==> config.mk <==
export PLATFORM = sky130hd
export DESIGN_NAME = conv_window_gen
export DESIGN_NICKNAME = d
export VERILOG_FILES = /design/src/rtl/cnn_pkg.sv /design/src/rtl/line_buffer.sv /design/src/rtl/conv_window_gen.sv
export SDC_FILE = /design/constraint.sdc
export NUM_CORES = 1
export LEC_CHECK = 0
export ABC_AREA = 1
export ABC_CLOCK_PERIOD_IN_PS = 3800
export BUFFER_PORTS_ARGS = -buffer_cell sky130_fd_sc_hd__buf_2
export CAP_MARGIN = 20
export CORE_MARGIN = 3
export CORE_UTILIZATION = 25
export CTS_CLUSTER_SIZE = 16
export DETAILED_ROUTE_END_ITERATION = 16
export PLACE_DENSITY_LB_ADDON = 0.2
export SLEW_MARGIN = 20
export SYNTH_ARGS = -nofsm -noshare
export SYNTH_HDL_FRONTEND = slang
export SYNTH_HIERARCHICAL = 1
export SYNTH_SLANG_ARGS = --single-unit
==> constraint.sdc <==
create_clock -name clk -period 3.8 [get_ports clk]
set_clock_uncertainty 0.2 [all_clocks]
set_input_delay 0.76 -clock clk [delete_from_list [all_inputs] [get_ports clk]]
set_output_delay 0.76 -clock clk [all_outputs]
set_load 0.005 [all_outputs]
==> src/rtl/cnn_pkg.sv <==
// Shared CNN front-end definitions: default pixel width, kernel size, window FSM states.
package cnn_pkg;

  localparam int unsigned DATA_W_DEF = 8;
  localparam int unsigned K          = 3;
  localparam int unsigned WIN_SLOTS  = K * K;

  typedef enum logic {
    ST_FILL = 1'b0,
    ST_RUN  = 1'b1
  } win_state_e;

endpackage

==> src/rtl/line_buffer.sv <==
// One image row of pixel storage; the old word is visible on rdata_c before the write lands.
module line_buffer #(
  parameter int unsigned DATA_W = 8,
  parameter int unsigned DEPTH  = 32,
  localparam int unsigned ADDR_W = $clog2(DEPTH)
) (
  input  logic              clk,
  input  logic              we,
  input  logic [ADDR_W-1:0] addr,
  input  logic [DATA_W-1:0] wdata,
  output logic [DATA_W-1:0] rdata_c
);

  logic [DATA_W-1:0] mem [DEPTH];

  // Read-before-write: the column's previous row is consumed in the same cycle it is overwritten.
  assign rdata_c = mem[addr];

  always_ff @(posedge clk) begin
    if (we) mem[addr] <= wdata;
  end

endmodule

==> src/rtl/conv_window_gen.sv <==
// Raster-order pixel stream to 3x3 sliding windows (valid convolution, no padding).
module conv_window_gen
  import cnn_pkg::*;
#(
  parameter int unsigned DATA_W = DATA_W_DEF,
  parameter int unsigned IMG_W  = 32,
  parameter int unsigned IMG_H  = 32
) (
  input  logic                          clk,
  input  logic                          reset,
  input  logic [DATA_W-1:0]             in_data,
  input  logic                          in_valid,
  input  logic                          in_sof,
  output logic [WIN_SLOTS*DATA_W-1:0]   window,
  output logic                          window_valid,
  output logic                          frame_done
);

  localparam int unsigned COL_W = $clog2(IMG_W);
  localparam int unsigned ROW_W = $clog2(IMG_H);

  win_state_e                   state;
  logic [COL_W-1:0]             col;
  logic [ROW_W-1:0]             row;
  logic [K-1:0][DATA_W-1:0]     col_m2;
  logic [K-1:0][DATA_W-1:0]     col_m1;

  logic [COL_W-1:0]             addr_c;
  logic [DATA_W-1:0]            lb0_rd_c;
  logic [DATA_W-1:0]            lb1_rd_c;
  logic [K-1:0][DATA_W-1:0]     new_col_c;
  logic [WIN_SLOTS*DATA_W-1:0]  win_c;
  logic                         last_col_c;
  logic                         last_row_c;
  logic                         emit_c;

  // A start-of-frame pixel always lands in column 0, whatever the counters say.
  assign addr_c     = in_sof ? '0 : col;
  assign last_col_c = (col == COL_W'(IMG_W - 1));
  assign last_row_c = (row == ROW_W'(IMG_H - 1));
  assign emit_c     = in_valid && !in_sof && (state == ST_RUN) && (col >= COL_W'(2));

  // lb0 holds row y-1; its displaced word cascades into lb1, which holds row y-2.
  line_buffer #(
    .DATA_W (DATA_W),
    .DEPTH  (IMG_W)
  ) u_lb0 (
    .clk     (clk),
    .we      (in_valid),
    .addr    (addr_c),
    .wdata   (in_data),
    .rdata_c (lb0_rd_c)
  );

  line_buffer #(
    .DATA_W (DATA_W),
    .DEPTH  (IMG_W)
  ) u_lb1 (
    .clk     (clk),
    .we      (in_valid),
    .addr    (addr_c),
    .wdata   (lb0_rd_c),
    .rdata_c (lb1_rd_c)
  );

  // Incoming column, top (oldest row) to bottom (current pixel).
  always_comb begin
    new_col_c    = '0;
    new_col_c[0] = lb1_rd_c;
    new_col_c[1] = lb0_rd_c;
    new_col_c[2] = in_data;
  end

  // Slot 3*r+c: two stored columns on the left, the incoming column on the right.
  always_comb begin
    win_c = '0;
    for (int r = 0; r < int'(K); r++) begin
      win_c[(K*r + 0)*DATA_W +: DATA_W] = col_m2[r];
      win_c[(K*r + 1)*DATA_W +: DATA_W] = col_m1[r];
      win_c[(K*r + 2)*DATA_W +: DATA_W] = new_col_c[r];
    end
  end

  always_ff @(posedge clk) begin
    if (reset) begin
      state        <= ST_FILL;
      col          <= '0;
      row          <= '0;
      col_m2       <= '0;
      col_m1       <= '0;
      window       <= '0;
      window_valid <= 1'b0;
      frame_done   <= 1'b0;
    end else begin
      window_valid <= emit_c;
      frame_done   <= emit_c && last_col_c && last_row_c;
      if (emit_c) window <= win_c;

      if (in_valid) begin
        col_m2 <= col_m1;
        col_m1 <= new_col_c;

        if (in_sof) begin
          // Resync: this pixel was (0,0), so the next one is (1,0).
          col   <= COL_W'(1);
          row   <= '0;
          state <= ST_FILL;
        end else begin
          if (last_col_c) begin
            col <= '0;
            row <= last_row_c ? '0 : row + ROW_W'(1);
          end else begin
            col <= col + COL_W'(1);
          end

          case (state)
            ST_FILL: if (last_col_c && (row == ROW_W'(1))) state <= ST_RUN;
            ST_RUN:  if (last_col_c && last_row_c)         state <= ST_FILL;
            default:                                       state <= ST_FILL;
          endcase
        end
      end
    end
  end

endmodule

==> key figures, run 1 <==
STA
  • Endpoints failing hold: 0
  • F_max: 0.338 GHz
  • Finish-stage setup viols: 0
  • Tightest Pin Transition: 0.938 ns
  • Minimum clock period after layout: 2.96 ns
  • Slew Viols, Final: 0
  • Setup repair after global routing missed its margin: false
  • Worst rel slew slack: 37.2%
  • Total negative setup slack: 0 ns
  • Tcrit/Tclk final: 77.8%
  • Slack of the critical path: 0.844 ns

Global routing
  • Gr usage total: 12.9%
  • Initial antenna violation count: 2
  • Grt total ovfl: 0
  • Pin count of the biggest net entering global routing: 95
  • Vias in the first global route: 18332
  • First-pass GRT wire length: 112 mm

Clocking
  • CTS buffer count: 69
  • Cts hold-fix bufs: 0
  • Root Driver: clkbuf_16
  • Postcts setup bufs: 0
  • CTS clock-pin slew for the worst setup and hold paths: 0.06 ns
  • CTS H-tree depth: 3
  • Post-CTS sizing: 0
  • Clk_lat worst skew: 0.62 ns
  • Sink Count: 645
  • Clock buffer depth: 3
  • TritonCTS clock tree: yes

Flow run
  • Max_cap viols: 0

Critical path
  • WS Path Type: flip-flop to flip-flop
  • Largest delay contributor family on the critical path: buffers and inverters
  • Register-to-register setup slack: 0.84 ns
  • Worst reg2reg endpoint: u_lb1/mem[29][6]$_DFFE_PP_
  • Crit path from: col[0]$_SDFFE_PP0P_
  • Worst flop-to-flop path startpoint: col[0]$_SDFFE_PP0P_
  • CP peak stage delay: 0.55 ns
  • CP Capture Type: flip-flop
  • Most used cell, CP: buf_12
  • Buf+Inv Stages, Crit Path: 4
  • CP required: 3.91 ns
  • CP Launch Type: flip-flop
  • Levels on crit path: 7
  • Crit path cell chain: inv_1 -> nor2_4 -> buf_12 -> buf_12 -> nand3_1 -> nor2_1 -> buf_4
  • Slowest CP cell: nand3_1
  • Worst setup endpoint: u_lb1/mem[29][6]$_DFFE_PP_
  • Crit path max fanout: 93
  • Reg2Reg Depth: 7
  • Worst EP arrival: 3.07 ns

Logic synthesis
  • FF+latch count, synth: 645
  • Yosys cell types: 24
  • Syn. warnings: 6
  • Synth Flop Type: edfxtp_1
  • Cells after synthesis: 2846
  • Synth top cells by count: nand2_1 (1455), edfxtp_1 (512), nor2_1 (191)
  • Top cells by area, synth: edfxtp_1 (57%), nand2_1 (20%), dfxtp_1 (9.8%)
  • Most frequent cell after synthesis: nand2_1
  • Top cell type's share of synthesized area: 56.8%
  • Post-Syn Area: 27000 um^2
  • Post-Syn Area per Cell: 9.50 um^2
  • FFs w/ async S/R, synth: 0%
  • Seq/Total Area, Yosys: 66.7%
  • Synth area leader: edfxtp_1
  • Synth Net Count: 2864
  • EDFF count, synth: 512

Drt
  • DRC: 0
  • Avg Vias per Cell: 4.21
  • Post-route ant nets: 0
  • DRT Wirelength: 73.0 mm
  • Via count of the routed design: 18675
  • Initial DRC Count: 1278
  • Mean routed wirelength per cell: 16.4 um
  • Drt first pass iters: 5

Die
  • Core Area: 107000 um^2
  • Die W: 335 um
  • IO Count: 86
  • Die area: 112000 um^2
  • Die height: 335 um
  • Starting Density: 25.2%
  • Rows: 120

Layout
  • Layout cells sized above 1: 11.8%
  • P&R area growth vs syn: 18.2%
  • # fillers: 11371
  • Layout Nets: 3004
  • Final design area excluding fillers: 32000 um^2
  • N_diodes: 0

Placed design
  • Post-place setup slack: 0.303 ns
  • DP HPWL: 44.5 mm
  • Placement Cell Area: 29700 um^2
  • Port Buffers: 85
  • Placer Congestion: 0.757

Hold path
  • Hold crit path type: input port to flip-flop

Status
  • Status: complete, no violations

Power and ir drop
  • Leakage: 13.1 nW
  • Worst vdd ir: 300 uV
  • PwrDens: 479 nW/um^2
-- cell usage in the layout, fill, tap and decap left out, drive strengths merged --
cell type     n
nand2      1456
edfxtp      512
buf         217
nor2        192
dfxtp       133
a21oi       125
inv         115
clkbuf      105
nand3        86
o21ai        51
nor3         19
clkinv       13
ha            6
bufinv        2
nor3b         1
xor2          1
a2bb2oi       1
nand4         1
or2           1
clkinvlp      1
-- logic make-up after synthesis --
| logic type | after synthesis | share of synthesized area, % |
|---|---|---|
| buffers and inverters | 261 | 4.50 |
| adder cells (fa/ha/maj) | 6 | 0.278 |
| AND/OR/NAND/NOR | 1756 | 25.2 |
| flip-flops | 645 | 66.7 |
| XOR/XNOR | 1 | 0.0324 |
| AO/OA/AOI/OAI | 177 | 3.29 |
-- power by group --
group / leakage, nW / switching (mW) / internal [mW] / total [mW]
combinational: 6.28 / 0.636 / 0.217 / 0.853
sequential: 5.70 / 0.0235 / 7.71 / 7.74
clock: 1.10 / 2.80 / 3.93 / 6.73
-- state kept, by name, indices dropped and copies added, names as in the netlist --
name and cells:
col 5, frame_done 1, u_lb0/mem 256, window 72
col_m1 24, window_valid 1, row 5, u_lb1/mem 256
col_m2 24, state 1
-- worst min path at each step --
stage                                        from                       to  slack [ns]  cells after the start
after floorplan           col_m1[23]$_SDFFE_PP0P_  col_m2[23]$_SDFFE_PP0P_        0.24                      2
after global placement    window[11]$_SDFFE_PP0P_  window[11]$_SDFFE_PP0P_        0.26                      2
after detailed placement  window[51]$_SDFFE_PP0P_  window[51]$_SDFFE_PP0P_        0.26                      2
after CTS                                   reset      row[4]$_SDFFE_PP0P_        0.22                      2
after global routing                        reset      row[4]$_SDFFE_PP0P_        0.25                      2
final                                       reset      row[4]$_SDFFE_PP0P_        0.27                      2
-- metrics by stage --
stage	total power [mW]	cells	utilization, %	hold WS (ns)
after floorplan	8.38	2846	-	0.241
after global placement	8.77	4318	27.7	0.260
after detailed placement	8.77	4318	27.7	0.264
after CTS	15.6	4441	29.8	0.219
after global routing	16.0	4441	29.8	0.247
final	15.3	4441	29.8	0.266
-- layer usage --
| layer | wire [um] | vias up | global-route usage, % |
|---|---|---|---|
| met2 | 33100 | 264 | 20.6 |
| met3 | 2560 | 91 | 2.29 |
| li1 | - | 9489 | - |
| met4 | 1360 | 4 | 2.77 |
| met1 | 35900 | 8827 | 18.4 |
| met5 | 27 | - | 0 |
-- area by class of cell --
type	instances	area, um^2	share of cell area (%)
inverter	113	430	1.35
tap	1403	1760	5.49
timing repair buffer	217	1670	5.22
clock buffer	105	2080	6.52
sequential	645	18000	56.4
clock inverter	18	160	0.501
multi-input combinational	1940	7820	24.5
Power figures use the tool's default switching activity.
==> run 2, diff against run 1 <==
ABC_AREA = 0   (was 1)
ABC_CLOCK_PERIOD_IN_PS = 2970   (was 3800)
clock period = 2.97 ns   (was 3.8 ns; I/O delays follow)
==> key figures, run 2 <==
Layout
  • Largest regs: u_lb0/mem x256, u_lb1/mem x256, window x72
  • P&R area growth vs syn: 25.3%
  • Layout Nets: 1977
  • # fillers: 9925
  • Layout Cells excl Fill: 3372
  • Layout cells sized above 1: 23.2%
  • Most frequent cells in the layout: edfxtp_1 (512), mux2i_1 (372), buf_4 (191), nand2b_1 (144), dfxtp_1 (132)
  • Final design area excluding fillers: 32100 um^2
  • Post-layout util: 31.8%
  • Most common cell after layout, fill and taps aside: edfxtp_1

Logic synthesis
  • Post-Synth XOR/XNOR Area: 0.137%
  • Top cell type's share of synthesized area: 60.0%
  • Top cells by area, synth: edfxtp_1 (60%), mux2i_1 (15%), dfxtp_1 (10%)
  • Seq/Total Area, Yosys: 70.4%
  • Post-Syn Area per Cell: 15.3 um^2
  • Yosys cell types: 44
  • Synth Area in Simple Gates: 8.70%
  • Cells after synthesis: 1674
  • FFs w/ async S/R, synth: 0%
  • Post-Synth Adder-Cell Area: 0.293%
  • Syn. warnings: 6
  • Most frequent cell after synthesis: edfxtp_1
  • Synth Flop Type: edfxtp_1
  • Synth Net Count: 1692
  • Post-Syn Area: 25600 um^2
  • FF+latch count, synth: 645
  • Mux cell area share after synthesis: 14.7%
  • Synth Area in Compound Gates: 3.57%
  • Largest family of logic cells by synthesized area: multiplexers
  • EDFF count, synth: 512
  • Synth top cells by count: edfxtp_1 (512), mux2i_1 (376), nand2b_1 (144)
  • Synth area leader: edfxtp_1

Critical path
  • Worst EP arrival: 3.14 ns
  • Largest delay contributor family on the critical path: buffers and inverters
  • Slowest CP cell: dfxtp_4
  • CP required: 3.23 ns
  • CP Launch Type: flip-flop
  • Reg2Reg Depth: 12
  • Crit path cell chain: nor2b_4 -> buf_12 -> buf_12 -> buf_4 -> mux2i_1 -> o22ai_2 -> nor4_4 -> buf_4 -> nand2_8 -> buf_12 -> mux2i_1 -> nor2_1
  • Crit path max fanout: 8
  • CP Capture Type: flip-flop
  • WS Path Type: flip-flop to flip-flop
  • Worst reg2reg endpoint: col_m1[9]$_SDFFE_PP0P_
  • Register-to-register setup slack: 0.09 ns
  • CP peak stage delay: 0.38 ns
  • Buf+Inv Stages, Crit Path: 5
  • Most used cell, CP: buf_12
  • Worst flop-to-flop path startpoint: col[1]$_SDFFE_PP0P_

Clocking
  • CTS buffer count: 72
  • TritonCTS clock tree: yes
  • CTS H-tree depth: 3
  • Clock buffer depth: 3
  • CTS clock-pin slew for the worst setup and hold paths: 0.06 ns
  • Sink Count: 645
  • Clk_lat worst skew: 0.60 ns
  • Cts hold-fix bufs: 0
  • Root Driver: clkbuf_16

Drt
  • Avg Vias per Cell: 4.37
  • Post-route ant nets: 0
  • Mean routed wirelength per cell: 20.3 um
  • Via count of the routed design: 14750
  • DRC: 0
  • Drt first pass iters: 5
  • Initial DRC Count: 948
  • DRT Wirelength: 68.4 mm

Global routing
  • Grt total ovfl: 0
  • Pin count of the biggest net entering global routing: 91
  • Vias in the first global route: 15183
  • First-pass GRT wire length: 101 mm
  • Gr usage total: 12.5%
  • Initial antenna violation count: 0

STA
  • Tightest Pin Transition: 0.882 ns
  • Endpoints failing hold: 0
  • Slack of the critical path: 0.0914 ns
  • Tcrit/Tclk final: 96.9%
  • Slew Viols, Final: 0
  • Finish-stage setup viols: 0
  • Worst rel slew slack: 41.2%
  • Total negative setup slack: 0 ns
  • Setup repair after global routing missed its margin: false
  • F_max: 0.347 GHz
  • Minimum clock period after layout: 2.88 ns
  • Worst hold slack: 0.233 ns

Die
  • Die height: 326 um
  • Core Area: 101000 um^2
  • Die W: 326 um
  • Rows: 116
  • Starting Density: 25.4%
  • IO Count: 86
  • Die area: 106000 um^2

Power and ir drop
  • Overall Power: 19.4 mW
  • PwrDens: 603 nW/um^2
  • Worst vdd ir: 346 uV
  • Leakage: 10.5 nW

Placed design
  • Placer Congestion: 0.778
  • Placement Cell Area: 29400 um^2
  • Port Buffers: 85
  • DP HPWL: 44.6 mm
  • DP Cell Count: 3230
  • Post-place setup slack: -0.739 ns

Hold path
  • Hold crit path type: input port to flip-flop
  • Hold depth: 2
  • Hold Startpoint: reset
  • Hold Path End: col_m1[1]$_SDFFE_PP0P_

Status
  • Status: complete, no violations

Flow run
  • Max_cap viols: 0
-- run 2: cell types whose count changed in the layout (fill, tap and decap cells not counted), moves of 16 or more --
| cell | change |
|---|---|
| buf_12 | +16 |
| inv_2 | -16 |
| o21ai_0 | -48 |
| nor2_1 | -78 |
| nand3_1 | -80 |
| nor4_1 | +19 |
| mux2i_1 | +372 |
| nand2_1 | -1441 |
| nor3_2 | -16 |
| buf_4 | +78 |
| o22ai_1 | +123 |
| a21oi_1 | -121 |
| inv_1 | -90 |
| nand2b_1 | +144 |
-- run 2: layout make-up --
type / count / area [um^2] / share of cell area (%)
clock inverters: 40 / 358 / 1.12
flip-flops and latches: 645 / 18000 / 56.2
repair buffers: 318 / 2750 / 8.55
multi-input cells: 918 / 7320 / 22.8
inverters: 4 / 15.0 / 0.0468
well taps: 1357 / 1700 / 5.29
diodes: 1 / 2.50 / 0.00780
clock buffers: 89 / 1920 / 5.98
-- run 2: where the power goes --
group	internal [mW]	leakage, nW	switching [mW]
sequential	9.86	5.70	0.0364
clock	5.11	1.12	3.49
combinational	0.335	3.67	0.529
total	15.3	10.5	4.06
-- run 2: kinds of logic (layout without fill, tap and decap cells) --
family	Yosys count	in the layout
AO/OA/AOI/OAI	143	143
XOR/XNOR	4	4
adder cells (fa/ha/maj)	6	6
buffers and inverters	111	451
flip-flops	645	645
multiplexers	376	376
other	0	1
AND/OR/NAND/NOR	389	389
-- run 2: layer usage --
metal / vias to the layer above / wire length (um) / GRT usage [%]
li1: 6947 / - / -
met1: 7486 / 31500 / 16.8
met2: 229 / 33100 / 20.8
met3: 88 / 2000 / 1.95
met4: 0 / 1720 / 3.69
met5: - / 0 / 0
-- run 2: worst max path at each step --
| stage | from | to | slack (ns) | cells past startpoint |
|---|---|---|---|---|
| after floorplan | in_sof | u_lb0/mem[19][0]$_DFFE_PP_ | 0.008 | 6 |
| after global placement | in_sof | col_m1[12]$_SDFFE_PP0P_ | -0.71 | 12 |
| after detailed placement | in_sof | col_m1[12]$_SDFFE_PP0P_ | -0.74 | 12 |
| after CTS | col[3]$_SDFFE_PP0P_ | col_m1[5]$_SDFFE_PP0P_ | 0.008 | 11 |
| after global routing | col[1]$_SDFFE_PP0P_ | col_m1[15]$_SDFFE_PP0P_ | 0.004 | 12 |
| final | col[1]$_SDFFE_PP0P_ | col_m1[9]$_SDFFE_PP0P_ | 0.09 | 12 |
-- run 2: worst register-to-register path, stage by stage (launching register included) --
cell	delay, ns
dfxtp_4	0.38
nor2b_4	0.18
buf_12	0.16
buf_12	0.16
buf_4	0.20
mux2i_1	0.27
o22ai_2	0.14
nor4_4	0.36
buf_4	0.21
nand2_8	0.11
buf_12	0.19
mux2i_1	0.15
nor2_1	0.06
-- run 2: timing repair --
action,in CTS,in global routing
gates resized for setup,11,32
buffers inserted,5,1
setup endpoints to repair,272,124
gates cloned,1,5
pin swaps,1,6
==> run 3, diff against run 2 <==
CORE_UTILIZATION = 35   (was 25)
==> key figures, run 3 (synthesis gave the netlist of run 2 again) <==
Clocking
  • CTS clock-pin slew for the worst setup and hold paths: 0.06 ns
  • CTS H-tree depth: 3
  • CTS buffer count: 71
  • Cts hold-fix bufs: 0
  • Root Driver: clkbuf_16
  • TritonCTS clock tree: yes
  • Clk_lat worst skew: 0.61 ns
  • Sink Count: 645
  • Clock buffer depth: 3

Layout
  • P&R area growth vs syn: 21.7%
  • Layout cells sized above 1: 21.8%
  • Final design area excluding fillers: 31200 um^2
  • # fillers: 6413
  • Post-layout util: 43.3%
  • Largest regs: u_lb0/mem x256, u_lb1/mem x256, window x72
  • Most frequent cells in the layout: edfxtp_1 (512), mux2i_1 (373), buf_4 (166), nand2b_1 (144), dfxtp_1 (132)
  • Most common cell after layout, fill and taps aside: edfxtp_1
  • Layout Nets: 1948

Global routing
  • Routing usage on met3: 2.78%
  • Grt total ovfl: 0
  • Gr busiest metal: met2
  • Pin count of the biggest net entering global routing: 76
  • First-pass GRT wire length: 93.2 mm
  • Met2 global-route usage: 26.3%
  • Vias in the first global route: 15041
  • Met1 global-route usage: 21.2%
  • Initial antenna violation count: 1
  • Gr usage total: 15.8%

Critical path
  • CP Launch Type: flip-flop
  • Worst EP arrival: 2.99 ns
  • Register-to-register setup slack: 0.11 ns
  • WS Path Type: flip-flop to flip-flop
  • CP Capture Type: flip-flop
  • CP required: 3.10 ns
  • Crit path max fanout: 30

STA
  • Tcrit/Tclk final: 96.2%
  • Minimum clock period after layout: 2.86 ns
  • Slew Viols, Final: 0
  • Slack of the critical path: 0.112 ns
  • F_max: 0.350 GHz
  • Endpoints failing hold: 0
  • Worst rel slew slack: 39.5%
  • Finish-stage setup viols: 0
  • Setup repair after global routing missed its margin: false
  • Tightest Pin Transition: 0.904 ns

Drt
  • Avg Vias per Cell: 4.95
  • Via count of the routed design: 14546
  • Initial DRC Count: 1040
  • Post-route ant nets: 0
  • DRT Wirelength: 61.1 mm
  • DRC: 0
  • Mean routed wirelength per cell: 20.8 um
  • Drt first pass iters: 7

Hold path
  • Hold crit path type: input port to flip-flop

Die
  • Die area: 76500 um^2
  • IO Count: 86
  • Core Area: 72000 um^2
  • Starting Density: 35.6%
  • Die W: 277 um
  • Rows: 98
  • Die height: 277 um

Power and ir drop
  • PwrDens: 608 nW/um^2
  • Leakage: 10.2 nW
  • Worst vdd ir: 483 uV

Status
  • Status: complete, no violations

Placed design
  • Port Buffers: 85
  • Post-place setup slack: -0.465 ns
  • DP HPWL: 39.9 mm
  • Placement Cell Area: 28700 um^2
  • Placer Congestion: 0.804

Flow run
  • Max_cap viols: 0
==> run 3: cell types whose count changed in the layout (fill, tap and decap cells not counted), sizes merged <==
| cell | change |
|---|---|
| bufinv | -4 |
| clkinv | +2 |
| clkbuf | -2 |
| inv | +1 |
| buf | -24 |
==> run 3: final timing paths <==
kind / start / endpoint / cells after the start
max: col[1]$_SDFFE_PP0P_ / u_lb1/mem[31][2]$_DFFE_PP_ / 10
min: reset / col_m2[9]$_SDFFE_PP0P_ / 2
max reg2reg: col[1]$_SDFFE_PP0P_ / u_lb1/mem[31][2]$_DFFE_PP_ / 10
min reg2reg: window[36]$_SDFFE_PP0P_ / window[36]$_SDFFE_PP0P_ / 2
==> run 3: per-layer routing <==
metal  wire, um  part of all wire (%)
met5          0                     0
met4       1480                   2.4
met3       2070                   3.4
met2      29500                    48
met1      28100                    46
==> run 3: stage by stage <==
step / TNS, ns / cells / power, mW / hold slack [ns]
after detailed placement: -91.66 / 2802 / 10.9 / 0.259
after CTS: 0 / 2932 / 19.2 / 0.222
after floorplan: 0 / 1674 / 10.5 / 0.251
after global routing: 0 / 2938 / 19.7 / 0.247
after global placement: -85.06 / 2802 / 10.8 / 0.256
final: 0 / 2938 / 19.0 / 0.254
==> run 3: timing repair <==
action / in CTS / in global routing
endpoints found under the setup margin: 160 / 205
gates cloned: 0 / 1
gates resized for setup: 10 / 16
setup buffers: 0 / 3
pin swaps: 1 / 2
==> run 3: layout make-up <==
cell class	instances	area [um^2]	area share [%]
Multi-Input combinational cell	918	7240	23.2
Antenna cell	1	2.50	0.00802
Sequential cell	645	18000	57.8
Clock inverter	39	289	0.927
Inverter	4	15.0	0.0481
Tap cell	950	1190	3.81
Timing Repair Buffer	290	2490	7.98
Clock buffer	91	1920	6.17
==> run 3: worst max-delay path, cell delays in order (launching register included) <==
cell	delay, ns
dfxtp_2	0.39
nor2b_4	0.29
buf_4	0.17
buf_12	0.16
buf_12	0.16
mux2i_1	0.26
o22ai_2	0.15
nor4_4	0.31
buf_4	0.17
nand2_2	0.10
buf_12	0.18
==> run 3: report_power, final <==
group	total [mW]	internal (mW)	switching [mW]
clock	8.29	4.79	3.50
combinational	0.766	0.295	0.471
sequential	9.89	9.86	0.0362
total	19.0	14.9	4.01
